`config.mk`:
```
export PLATFORM = sky130hd
export DESIGN_NAME = du_xmodem_tx
export DESIGN_NICKNAME = d
export VERILOG_FILES = /design/src/rtl/du_xmodem_tx.sv
export SDC_FILE = /design/constraint.sdc
export NUM_CORES = 1
export LEC_CHECK = 0
export CORE_MARGIN = 2
export CORE_UTILIZATION = 48
export DETAILED_ROUTE_END_ITERATION = 16
export GPL_TIMING_DRIVEN = 0
export PLACE_DENSITY = 0.73
export SETUP_SLACK_MARGIN = 0.3
export SLEW_MARGIN = 40
export SYNTH_ARGS = -nofsm -noshare
export SYNTH_HDL_FRONTEND = slang
export SYNTH_SLANG_ARGS = --single-unit
```
`constraint.sdc`:
```
create_clock -name clk -period 6.5 [get_ports clk]
set_input_delay 1.3 -clock clk [delete_from_list [all_inputs] [get_ports clk]]
set_output_delay 1.3 -clock clk [all_outputs]
set_load 0.01 [all_outputs]
```
`src/rtl/du_xmodem_tx.sv`:
```
// XMODEM (checksum variant) transmitter: streams a source byte range to the host as
// 128-byte SOH blocks over the UART FIFO ports, handling ACK/NAK/CAN, timeouts and retries.
module du_xmodem_tx #(
    parameter int unsigned NB_UART_DATA   = 8,
    parameter int unsigned NB_ADDR        = 16,
    parameter int unsigned NB_LEN         = 16,
    parameter int unsigned MAX_RETRY      = 10,
    parameter int unsigned NB_TIMEOUT     = 32,
    parameter int unsigned TIMEOUT_CYCLES = 100000000
) (
    input  logic                    clk,
    input  logic                    i_rst,
    input  logic                    i_start,
    input  logic [NB_ADDR-1:0]      i_base_addr,
    input  logic [NB_LEN-1:0]       i_nbytes,
    output logic [NB_ADDR-1:0]      o_src_addr,
    input  logic [7:0]              i_src_data,
    output logic                    o_uart_wr,
    output logic [NB_UART_DATA-1:0] o_uart_wdata,
    output logic                    o_uart_tx_start,
    input  logic                    i_uart_tx_done,
    input  logic [NB_UART_DATA-1:0] i_uart_rx_data,
    input  logic                    i_uart_rx_done,
    output logic                    o_uart_rd,
    output logic                    o_busy,
    output logic                    o_done,
    output logic                    o_error
);
    // One extra bit so block offsets past a full-range length never wrap.
    localparam int unsigned NB_OFF   = NB_LEN + 1;
    localparam int unsigned NB_RETRY = $clog2(MAX_RETRY + 1);

    localparam logic [7:0] SOH = 8'h01;
    localparam logic [7:0] EOT = 8'h04;
    localparam logic [7:0] ACK = 8'h06;
    localparam logic [7:0] NAK = 8'h15;
    localparam logic [7:0] CAN = 8'h18;
    localparam logic [7:0] PAD = 8'h1A;

    typedef enum logic [3:0] {
        StIdle, StWaitNak, StSendHdr, StFetch, StSendData,
        StSendCksum, StWaitResp, StSendEot, StWaitEotAck
    } state_e;

    typedef enum logic [1:0] {TxWr, TxStart, TxWait} tx_ph_e;

    state_e              state_q, state_d, resend_st;
    tx_ph_e              tx_ph_q, tx_ph_d;
    logic [NB_ADDR-1:0]  base_q, base_d;
    logic [NB_LEN-1:0]   len_q, len_d;
    logic [NB_OFF-1:0]   blk_off_q, blk_off_d, cur_off, nxt_off;
    logic [7:0]          blk_q, blk_d;
    logic [6:0]          idx_q, idx_d;
    logic [7:0]          byte_q, byte_d;
    logic [7:0]          cksum_q, cksum_d;
    logic [NB_RETRY-1:0] retry_q, retry_d, retry_inc;
    logic [NB_TIMEOUT-1:0] tmo_q, tmo_d;
    logic                fetch_ph_q, fetch_ph_d;
    logic                rx_pend_q;
    logic                done_q, done_d, error_q, error_d;
    logic                is_send, is_wait, byte_sent, rx_vld, tmo_exp;
    logic                bump, abort, start_byte;
    logic [7:0]          rx_byte, wbyte;

    assign is_send   = state_q inside {StSendHdr, StSendData, StSendCksum, StSendEot};
    assign is_wait   = state_q inside {StWaitNak, StWaitResp, StWaitEotAck};
    assign byte_sent = is_send && (tx_ph_q == TxWait) && i_uart_tx_done;
    // Every received byte is popped the cycle after its rx_done, whatever the state.
    assign rx_vld    = rx_pend_q;
    assign rx_byte   = i_uart_rx_data[7:0];
    assign tmo_exp   = is_wait && !rx_vld && (tmo_q == NB_TIMEOUT'(TIMEOUT_CYCLES - 1));
    assign retry_inc = retry_q + 1'b1;

    assign o_uart_rd    = rx_pend_q;
    assign o_uart_wdata = NB_UART_DATA'(wbyte);
    assign o_busy       = (state_q != StIdle);
    assign o_done       = done_q;
    assign o_error      = error_q;

    always_comb begin
        state_d         = state_q;
        tx_ph_d         = tx_ph_q;
        base_d          = base_q;
        len_d           = len_q;
        blk_off_d       = blk_off_q;
        blk_d           = blk_q;
        idx_d           = idx_q;
        byte_d          = byte_q;
        cksum_d         = cksum_q;
        retry_d         = retry_q;
        fetch_ph_d      = fetch_ph_q;
        done_d          = 1'b0;
        error_d         = 1'b0;
        bump            = 1'b0;
        abort           = 1'b0;
        start_byte      = 1'b0;
        resend_st       = state_q;
        wbyte           = 8'h00;
        o_uart_wr       = 1'b0;
        o_uart_tx_start = 1'b0;
        o_src_addr      = '0;
        cur_off         = blk_off_q + NB_OFF'(idx_q);
        nxt_off         = '0;

        // Byte handshake: push, start, then hold until the shifter reports done.
        if (is_send) begin
            o_uart_wr       = (tx_ph_q == TxWr);
            o_uart_tx_start = (tx_ph_q == TxStart);
            case (tx_ph_q)
                TxWr:    tx_ph_d = TxStart;
                TxStart: tx_ph_d = TxWait;
                default: if (i_uart_tx_done) tx_ph_d = TxWr;
            endcase
        end

        case (state_q)
            StIdle: begin
                if (i_start) begin
                    base_d    = i_base_addr;
                    len_d     = i_nbytes;
                    blk_d     = 8'h01;
                    retry_d   = '0;
                    blk_off_d = '0;
                    state_d   = StWaitNak;
                end
            end
            StWaitNak: begin
                if (rx_vld) begin
                    if (rx_byte == NAK) begin
                        retry_d = '0;
                        idx_d   = '0;
                        tx_ph_d = TxWr;
                        state_d = (len_q == '0) ? StSendEot : StSendHdr;
                    end else if (rx_byte == CAN) begin
                        abort = 1'b1;
                    end
                end else if (tmo_exp) begin
                    bump = 1'b1;
                end
            end
            StSendHdr: begin
                cksum_d = '0;
                wbyte   = (idx_q == 7'd0) ? SOH : (idx_q == 7'd1) ? blk_q : ~blk_q;
                if (byte_sent) begin
                    if (idx_q == 7'd2) begin
                        idx_d      = '0;
                        start_byte = 1'b1;
                    end else begin
                        idx_d = idx_q + 7'd1;
                    end
                end
            end
            StFetch: begin
                o_src_addr = base_q + NB_ADDR'(cur_off);
                if (!fetch_ph_q) begin
                    fetch_ph_d = 1'b1;
                end else begin
                    fetch_ph_d = 1'b0;
                    byte_d     = i_src_data;
                    state_d    = StSendData;
                end
            end
            StSendData: begin
                wbyte = byte_q;
                if (tx_ph_q == TxWr) cksum_d = cksum_q + byte_q;
                if (byte_sent) begin
                    if (idx_q == 7'd127) begin
                        idx_d   = '0;
                        state_d = StSendCksum;
                    end else begin
                        idx_d      = idx_q + 7'd1;
                        start_byte = 1'b1;
                    end
                end
            end
            StSendCksum: begin
                wbyte = cksum_q;
                if (byte_sent) state_d = StWaitResp;
            end
            StWaitResp: begin
                resend_st = StSendHdr;
                if (rx_vld) begin
                    if (rx_byte == ACK) begin
                        blk_d     = blk_q + 8'd1;
                        retry_d   = '0;
                        idx_d     = '0;
                        tx_ph_d   = TxWr;
                        blk_off_d = blk_off_q + NB_OFF'(128);
                        state_d   = (blk_off_d < NB_OFF'(len_q)) ? StSendHdr : StSendEot;
                    end else if (rx_byte == NAK) begin
                        bump = 1'b1;
                    end else if (rx_byte == CAN) begin
                        abort = 1'b1;
                    end
                end else if (tmo_exp) begin
                    bump = 1'b1;
                end
            end
            StSendEot: begin
                wbyte = EOT;
                if (byte_sent) state_d = StWaitEotAck;
            end
            StWaitEotAck: begin
                resend_st = StSendEot;
                if (rx_vld) begin
                    if (rx_byte == ACK) begin
                        done_d  = 1'b1;
                        state_d = StIdle;
                    end else if (rx_byte == NAK) begin
                        bump = 1'b1;
                    end else if (rx_byte == CAN) begin
                        abort = 1'b1;
                    end
                end else if (tmo_exp) begin
                    bump = 1'b1;
                end
            end
            default: state_d = StIdle;
        endcase

        // Next payload byte: fetch from the source while in range, otherwise pad.
        if (start_byte) begin
            nxt_off = blk_off_q + NB_OFF'(idx_d);
            tx_ph_d = TxWr;
            if (nxt_off < NB_OFF'(len_q)) begin
                fetch_ph_d = 1'b0;
                state_d    = StFetch;
            end else begin
                byte_d  = PAD;
                state_d = StSendData;
            end
        end

        if (bump) begin
            if (retry_inc == NB_RETRY'(MAX_RETRY)) begin
                abort = 1'b1;
            end else begin
                retry_d = retry_inc;
                idx_d   = '0;
                tx_ph_d = TxWr;
                state_d = resend_st;
            end
        end

        if (abort) begin
            error_d = 1'b1;
            state_d = StIdle;
        end

        tmo_d = (is_wait && !rx_vld && !tmo_exp) ? tmo_q + 1'b1 : '0;
    end

    always_ff @(posedge clk) begin
        if (i_rst) begin
            state_q    <= StIdle;
            tx_ph_q    <= TxWr;
            base_q     <= '0;
            len_q      <= '0;
            blk_off_q  <= '0;
            blk_q      <= 8'h01;
            idx_q      <= '0;
            byte_q     <= '0;
            cksum_q    <= '0;
            retry_q    <= '0;
            tmo_q      <= '0;
            fetch_ph_q <= 1'b0;
            rx_pend_q  <= 1'b0;
            done_q     <= 1'b0;
            error_q    <= 1'b0;
        end else begin
            state_q    <= state_d;
            tx_ph_q    <= tx_ph_d;
            base_q     <= base_d;
            len_q      <= len_d;
            blk_off_q  <= blk_off_d;
            blk_q      <= blk_d;
            idx_q      <= idx_d;
            byte_q     <= byte_d;
            cksum_q    <= cksum_d;
            retry_q    <= retry_d;
            tmo_q      <= tmo_d;
            fetch_ph_q <= fetch_ph_d;
            rx_pend_q  <= i_uart_rx_done;
            done_q     <= done_d;
            error_q    <= error_d;
        end
    end
endmodule

```
==> impl_metrics.yaml, run 1 <==
min_path:
  worst_hold_path_type: "reg -> reg"
  hold_start: "base_q[3]$_SDFFE_PP0P_"
  hold-path-cell-count: 2
layout:
  fin_nets: 1212
  layout-area-overhead-vs-synth_pct: 22.1
  num-fill-cells: 1481
  multiInputGateArea_um2: 5150
  fraction_of_layout_cells_with_a_size_suffix_above_1_pct: 4.82
  postLayoutCellArea_um2: 9510
  layout.area.seq_um2: 2380
  ant_cells: 0
clocking:
  cts_inserted_buffers: 17
  cts_tree: "yes"
  cts_root_buf: "clkbuf_16"
  cts-htree-levels: 4
  holdBufCountCts: 0
  cts.repair.resized: 0
  clkLatencyLatePin_ns: 0.42
  clk_pin_slew_worst_paths_ns: 0.05
  clk_path_buf_depth: 2
  cts.repair_timing.setup_buffer_count: 0
  tritoncts_num_sinks: 119
sta:
  finalSetupTns_ns: 0
  max_slew_margin_vs_limit_pct: 49.1
  worst_slew_pin_slew_ns: 0.764
  worst_clock_skew_ns: 0.00579
  min_period_over_period_pct: 82.6
  finalWorstPathRequiredPeriod_ns: 5.37
  final_hold_viol_count: 0
  rsz0062_at_grt: "no"
  clock.fmax_mhz: 186
  setup_violations: 0
  slew_violations: 0
synthesis:
  synth_async_reset_ratio_pct: 0
  mappedNetlistArea_um2: 7790
  count_of_flip_flops_with_a_built_in_enable_after_synthesis: 0
  most_frequent_cells_after_synthesis: "128 x nand2_1, 119 x dfxtp_1, 100 x nor2_1"
  syn_nets: 1111
  portion_of_the_post_synthesis_area_used_by_sequential_elements_pct: 30.6
  number_of_standard_cells_after_synthesis: 986
  average_cell_area_after_synthesis_um2: 7.90
  ys.warnings.count: 0
  synth_top_area_cell: "dfxtp_1"
  ys_ff_latch: 119
  netlist.area_leader.share_pct: 30.6
  synth.most_common_cell: "nand2_1"
  synth_area_leaders: "dfxtp_1 31%, ha_1 11%, nand2_1 6.2%, a21oi_1 5.8%, xor2_1 5.1%"
  synth.distinct_cells: 75
  ys.flop_type: "dfxtp_1"
critical_path:
  r2r_start: "state_q[3]$_SDFFE_PP0P_"
  path_cells: "clkdlybuf4s50_1 -> nor4b_2 -> nand4b_1 -> a211o_1 -> a211oi_2 -> xor2_1 -> ha_1 -> nand3_1 -> o221ai_1 -> o211ai_1 -> a21oi_1 -> nor3_1 -> nand3b_1 -> mux2i_1 -> a211oi_1 -> a41o_1"
  cp_num_cells: 16
  worst-path-max-fanout: 7
  worstSetupPathType: "in -> reg"
  critPathLaunch: "i_uart_rx_data[3]"
  reg2reg_depth: 16
  crit_slowest_cell: "a211o_1"
  cp.buffers_inverters: 1
  worstSetupEndpointType: "register"
  worst_path_dominant_cell_family: "simple AND/OR/NAND/NOR gates"
  type_of_element_launching_the_critical_path: "input pin"
  critPathArrivalTime_ns: 5.68
  worst_ep_required_time_ns: 6.81
  critical_path.max_stage_delay_ns: 0.51
  rrSetupSlack_ns: 2.05
pwr:
  combPwrFrac_pct: 8.5
  worst_ir_drop_vdd_uv: 178
  seq_power_share_pct: 39.4
  power.static_leakage_nw: 3.75
  total_power_mw: 1.92
  intPower_mw: 1.48
  power_per_cell_area_nw_per_um2: 202
  power.switching_fraction_pct: 22.8
  clock_power_share_pct: 52.1
  p_sw_mw: 0.438
route:
  routed_wirelength_um: 20900
  firstDrtPassIters: 5
  route.detailed.vias_per_inst: 5.66
  ant_nets: 0
  dr.first_iter.drc_count: 558
  route.detailed.drc: 0
  routed_wire_length_per_instance_um: 15.9
  route.vias.total: 7438
placed_design:
  place.port_buffers: 82
  globalplace.congestion: 0.909
  dpl_cell_area_um2: 8880
  dpl.hpwl_um: 15700
global_routing:
  vias_in_the_first_global_route: 6942
  grt_first_pass_wirelength_um: 34100
  grt.overflow.total: 0
  tot_gr_track_use_pct: 24.2
  grt_antenna_before_repair: 0
  grt_max_degree: 17
floorplanning:
  die_y_um: 131
  fp.dieW_um: 131
  top_level_ports: 83
  floorplan.initialDensity_pct: 49.0
  core_um2: 15900
  floorplan.rows: 46
  design.die.area_um2: 17300
job:
  max_cap_violations: 0
status:
  result_of_the_run: "finished clean"
-- cell usage in the layout, fill, tap and decap left out, types with 11 or more instances in the layout --
cell             instances
dfxtp_1                119
or3_1                   11
xor2_1                  45
nor4_1                  12
nor2b_1                 12
and3_1                  20
a21oi_1                 90
ha_1                    70
inv_1                   28
nor2_1                 100
xnor2_1                 30
clkbuf_1                39
o21ai_0                 31
a21o_1                  15
nor3_1                  32
nand3b_1                11
clkbuf_16               17
nand3_1                 49
clkdlybuf4s50_1         82
nand4_1                 15
nand2_1                128
-- layer usage --
metal	vias up	routed length (um)	GRT usage, %	part of all wire, %
met5	-	0	0	0
met2	213	9190	37.7	44
met4	0	461	8.15	2.2
met1	3469	9970	33.3	48
met3	34	1230	5.17	5.9
li1	3722	-	-	-
-- power by group through the flow --
stage / registers, mW / logic, mW / clock network, mW
4_1_cts: 0.756 / 0.161 / 1.01
3_3_place_gp: 0.770 / 0.159 / 0
6_report: 0.756 / 0.162 / 1.00
3_5_place_dp: 0.771 / 0.160 / 0
2_1_floorplan: 0.767 / 0.0903 / 0
5_1_grt: 0.757 / 0.179 / 1.04
-- worst paths after layout --
kind                             endpoint
setup / recovery  state_q[2]$_SDFFE_PP0P_
hold / removal     base_q[3]$_SDFFE_PP0P_
setup reg to reg  state_q[2]$_SDFFE_PP0P_
hold reg to reg    base_q[3]$_SDFFE_PP0P_
-- stage by stage --
| step | setup slack [ns] | utilization [%] | hold slack, ns | instances |
|---|---|---|---|---|
| final | 1.13 | 59.8 | 0.461 | 1315 |
| after CTS | 1.20 | 59.8 | 0.461 | 1315 |
| after global routing | 0.771 | 59.8 | 0.480 | 1315 |
| after detailed placement | 0.782 | 55.9 | 0.454 | 1284 |
| after global placement | 0.797 | 55.9 | 0.446 | 1284 |
| after floorplan | 2.06 | - | 0.430 | 986 |
-- final cells by class --
type | instances | share of cell area, %
Sequential cell | 119 | 25.1
Tap cell | 216 | 2.84
Inverter | 28 | 1.11
Clock buffer | 22 | 4.99
Clock inverter | 9 | 1.55
Multi-Input combinational cell | 799 | 54.2
Buffer | 40 | 1.61
Timing Repair Buffer | 82 | 8.63
-- worst register-to-register path, stage by stage (launching register included) --
cell	delay [ns]
dfxtp_1	0.30
buf_2	0.18
nor4b_4	0.60
o21ai_1	0.30
a211oi_1	0.46
a41oi_1	0.18
a21oi_2	0.29
ha_1	0.31
a21oi_1	0.15
o221ai_1	0.14
o211ai_1	0.11
a21oi_1	0.09
nor3_1	0.50
nand3b_1	0.14
mux2i_1	0.23
a211oi_1	0.11
a41o_1	0.23
-- sequential cells by signal, indices dropped and copies added (netlist names) --
register / count
cksum_q: 8
len_q: 16
fetch_ph_q: 1
tx_ph_q: 2
blk_q: 8
o_done: 1
idx_q: 7
o_uart_rd: 1
base_q: 16
byte_q: 8
blk_off_q: 10
tmo_q: 32
retry_q: 4
o_error: 1
state_q: 4
-- cells by family after synthesis --
logic type                 after synthesis  share of synthesized area [%]
adders and majority gates               72                           11.8
DFF                                    119                           30.6
xor gates and xnor gates                75                           8.43
AOI/OAI and AO/OA                      202                           16.4
other                                    1                         0.0481
muxes                                   10                           1.29
and+or+nand+nor                        439                           28.2
buffers and inverters                   68                           3.31
Note: power is estimated with default switching activity, not from simulation.
==> inputs of run 2 (changes only) <==
--- a/config.mk
+++ b/config.mk
@@ -9,7 +9,7 @@
 export CORE_UTILIZATION = 48
 export DETAILED_ROUTE_END_ITERATION = 16
 export GPL_TIMING_DRIVEN = 0
-export PLACE_DENSITY = 0.73
+export PLACE_DENSITY = 0.76
 export SETUP_SLACK_MARGIN = 0.3
 export SLEW_MARGIN = 40
 export SYNTH_ARGS = -nofsm -noshare
==> constraint.sdc (replaced) <==
create_clock -name clk -period 4.6 [get_ports clk]
set_input_delay 0.92 -clock clk [delete_from_list [all_inputs] [get_ports clk]]
set_output_delay 0.92 -clock clk [all_outputs]
set_load 0.01 [all_outputs]
==> impl_metrics.yaml, run 2 (same netlist as run 1, synthesis figures left out) <==
global_routing:
  grt_max_degree: 17
  tot_gr_track_use_pct: 24.7
  grtUsageMet2_pct: 38.9
  grt_use_met3_pct: 5.29
  grt_first_pass_wirelength_um: 34600
  met1_track_usage_gr_pct: 32.5
  vias_in_the_first_global_route: 7055
  global_route.peak_usage_layer: "met2"
  grt_antenna_before_repair: 0
  grt.overflow.total: 0
route:
  firstDrtPassIters: 5
  route.detailed.drc: 0
  routed_wire_length_per_instance_um: 16.1
  route.vias.total: 7545
  ant_nets: 0
  dr.first_iter.drc_count: 629
  routed_wirelength_um: 21300
  route.detailed.vias_per_inst: 5.72
critical_path:
  cp_num_cells: 16
  critical_path.max_stage_delay_ns: 0.48
  worst-path-max-fanout: 6
  critPathArrivalTime_ns: 4.57
  worstSetupEndpointType: "register"
  type_of_element_launching_the_critical_path: "input pin"
  path_cells: "clkdlybuf4s50_1 -> nor4b_4 -> nand4b_1 -> a211o_4 -> a211oi_4 -> xor2_1 -> ha_1 -> nand3_1 -> o221ai_1 -> o211ai_1 -> a21oi_1 -> nor3_4 -> nand3b_1 -> mux2i_2 -> a211oi_2 -> a41o_1"
  worst_ep_required_time_ns: 4.91
  worstSetupPathType: "in -> reg"
  cp.buffers_inverters: 1
  worst_path_dominant_cell_family: "compound AO/OA/AOI/OAI gates"
  crit_slowest_cell: "clkdlybuf4s50_1"
  reg2reg_depth: 16
pwr:
  worst_ir_drop_vdd_uv: 280
  power_per_cell_area_nw_per_um2: 287
  power.static_leakage_nw: 3.91
layout:
  leading_cell_type_in_the_layout_fill_and_taps_excluded: "nand2_1"
  ant_cells: 0
  largestRegisters: "tmo_q: 32 flops, base_q: 16 flops, len_q: 16 flops"
  flip_flop_count_of_the_largest_register_all_copies_and_words_added: 32
  num-fill-cells: 1441
  fin_nets: 1217
  postLayoutCellArea_um2: 9730
  top_register: "tmo_q"
  fraction_of_layout_cells_with_a_size_suffix_above_1_pct: 7.34
  fin_util_pct: 61.2
  most_frequent_cells_in_the_layout: "127 x nand2_1, 114 x dfxtp_1, 100 x nor2_1"
  layout-area-overhead-vs-synth_pct: 24.9
placed_design:
  detailedPlace.worstSlack_ns: -0.751
  dpl.hpwl_um: 15700
  place.port_buffers: 82
  globalplace.congestion: 0.934
  dpl_cell_area_um2: 8880
floorplanning:
  floorplan.initialDensity_pct: 49.0
  design.die.area_um2: 17300
  core_um2: 15900
  floorplan.rows: 46
  fp.dieW_um: 131
  die_y_um: 131
  top_level_ports: 83
clocking:
  clk_pin_slew_worst_paths_ns: 0.05
  cts-htree-levels: 4
  tritoncts_num_sinks: 119
  cts_root_buf: "clkbuf_16"
  clk_path_buf_depth: 2
  cts_inserted_buffers: 17
  clkLatencyLatePin_ns: 0.43
  cts_tree: "yes"
sta:
  clock.fmax_mhz: 235
  slew_violations: 0
  setup_violations: 0
  min_period_over_period_pct: 92.4
  smallest_setup_slack_after_layout_ns: 0.348
  worst_slew_pin_slew_ns: 0.733
  rsz0062_at_grt: "yes"
  finalWorstPathRequiredPeriod_ns: 4.25
  final_hold_viol_count: 0
  worst_clock_skew_ns: 0.00525
  max_slew_margin_vs_limit_pct: 51.1
job:
  max_cap_violations: 0
min_path:
  worst_hold_path_type: "reg -> reg"
  hold-path-cell-count: 2
status:
  result_of_the_run: "finished clean"
run 2: changes by cell type in the layout (fill, tap and decap cells not counted), moves of 3 or more:
cell / delta
dlymetal6s2s_1: +6
dfxtp_2: +3
clkdlybuf4s50_1: -8
dfxtp_1: -5
buf_4: +5
run 2: area by class of cell:
cell class                      instances  area, um^2  share of cell area [%]
Buffer                                 40         154                    1.58
Timing Repair Buffer                   87         871                    8.95
Clock buffer                           22         484                    4.98
Sequential cell                       119        2390                    24.6
Clock inverter                          9         170                    1.75
Tap cell                              216         270                    2.78
Inverter                               28         105                    1.08
Multi-Input combinational cell        799        5280                    54.3
run 2: worst paths after layout:
path	end	start	slack (ns)
max	state_q[2]$_SDFFE_PP0P_	i_uart_rx_data[3]	0.35
max reg2reg	state_q[2]$_SDFFE_PP0P_	state_q[3]$_SDFFE_PP0P_	0.52
min reg2reg	base_q[1]$_SDFFE_PP0P_	base_q[1]$_SDFFE_PP0P_	0.46
min	base_q[1]$_SDFFE_PP0P_	base_q[1]$_SDFFE_PP0P_	0.46
run 2: worst reg2reg max path, stage by stage (launching register included):
cell,delay (ns)
dfxtp_1,0.30
buf_2,0.19
nor2_1,0.42
nand3b_1,0.36
a2111oi_1,0.68
a211oi_4,0.11
xor2_1,0.21
ha_1,0.27
nand3_1,0.10
o221ai_1,0.13
o211ai_1,0.11
a21oi_1,0.13
nor3_4,0.29
nand3b_1,0.13
mux2i_2,0.21
a211oi_2,0.08
a41o_1,0.24
run 2: stage by stage:
stage | setup TNS [ns] | power, mW | cells | hold slack, ns
CTS | 0 | 2.79 | 1316 | 0.461
floorplan | 0 | 1.21 | 986 | 0.430
global placement | -5.72 | 1.31 | 1284 | 0.446
global route | 0 | 2.87 | 1320 | 0.482
detailed placement | -6.19 | 1.32 | 1284 | 0.454
finish | 0 | 2.79 | 1320 | 0.461
run 2: timing repair:
action / CTS / global route
setup buffers: 1 / 4
hold buffers: 0 / 0
pin swaps: 1 / 7
gates resized for setup: 13 / 29
setup endpoints to repair: 17 / 24
run 2: power breakdown:
part / leakage [nW] / internal, mW / total (mW) / switching (mW)
logic: 2.62 / 0.102 / 0.239 / 0.137
clock network: 0.326 / 1.01 / 1.48 / 0.472
registers: 0.967 / 1.05 / 1.07 / 0.0165
total: 3.91 / 2.16 / 2.79 / 0.626
run 2: routing by layer:
metal / routed length, um / part of all wire (%) / up-vias
li1: - / - / 3734
met1: 9890 / 46 / 3507
met2: 9340 / 44 / 254
met3: 1350 / 6.3 / 50
met4: 708 / 3.3 / 0
met5: 0 / 0 / -
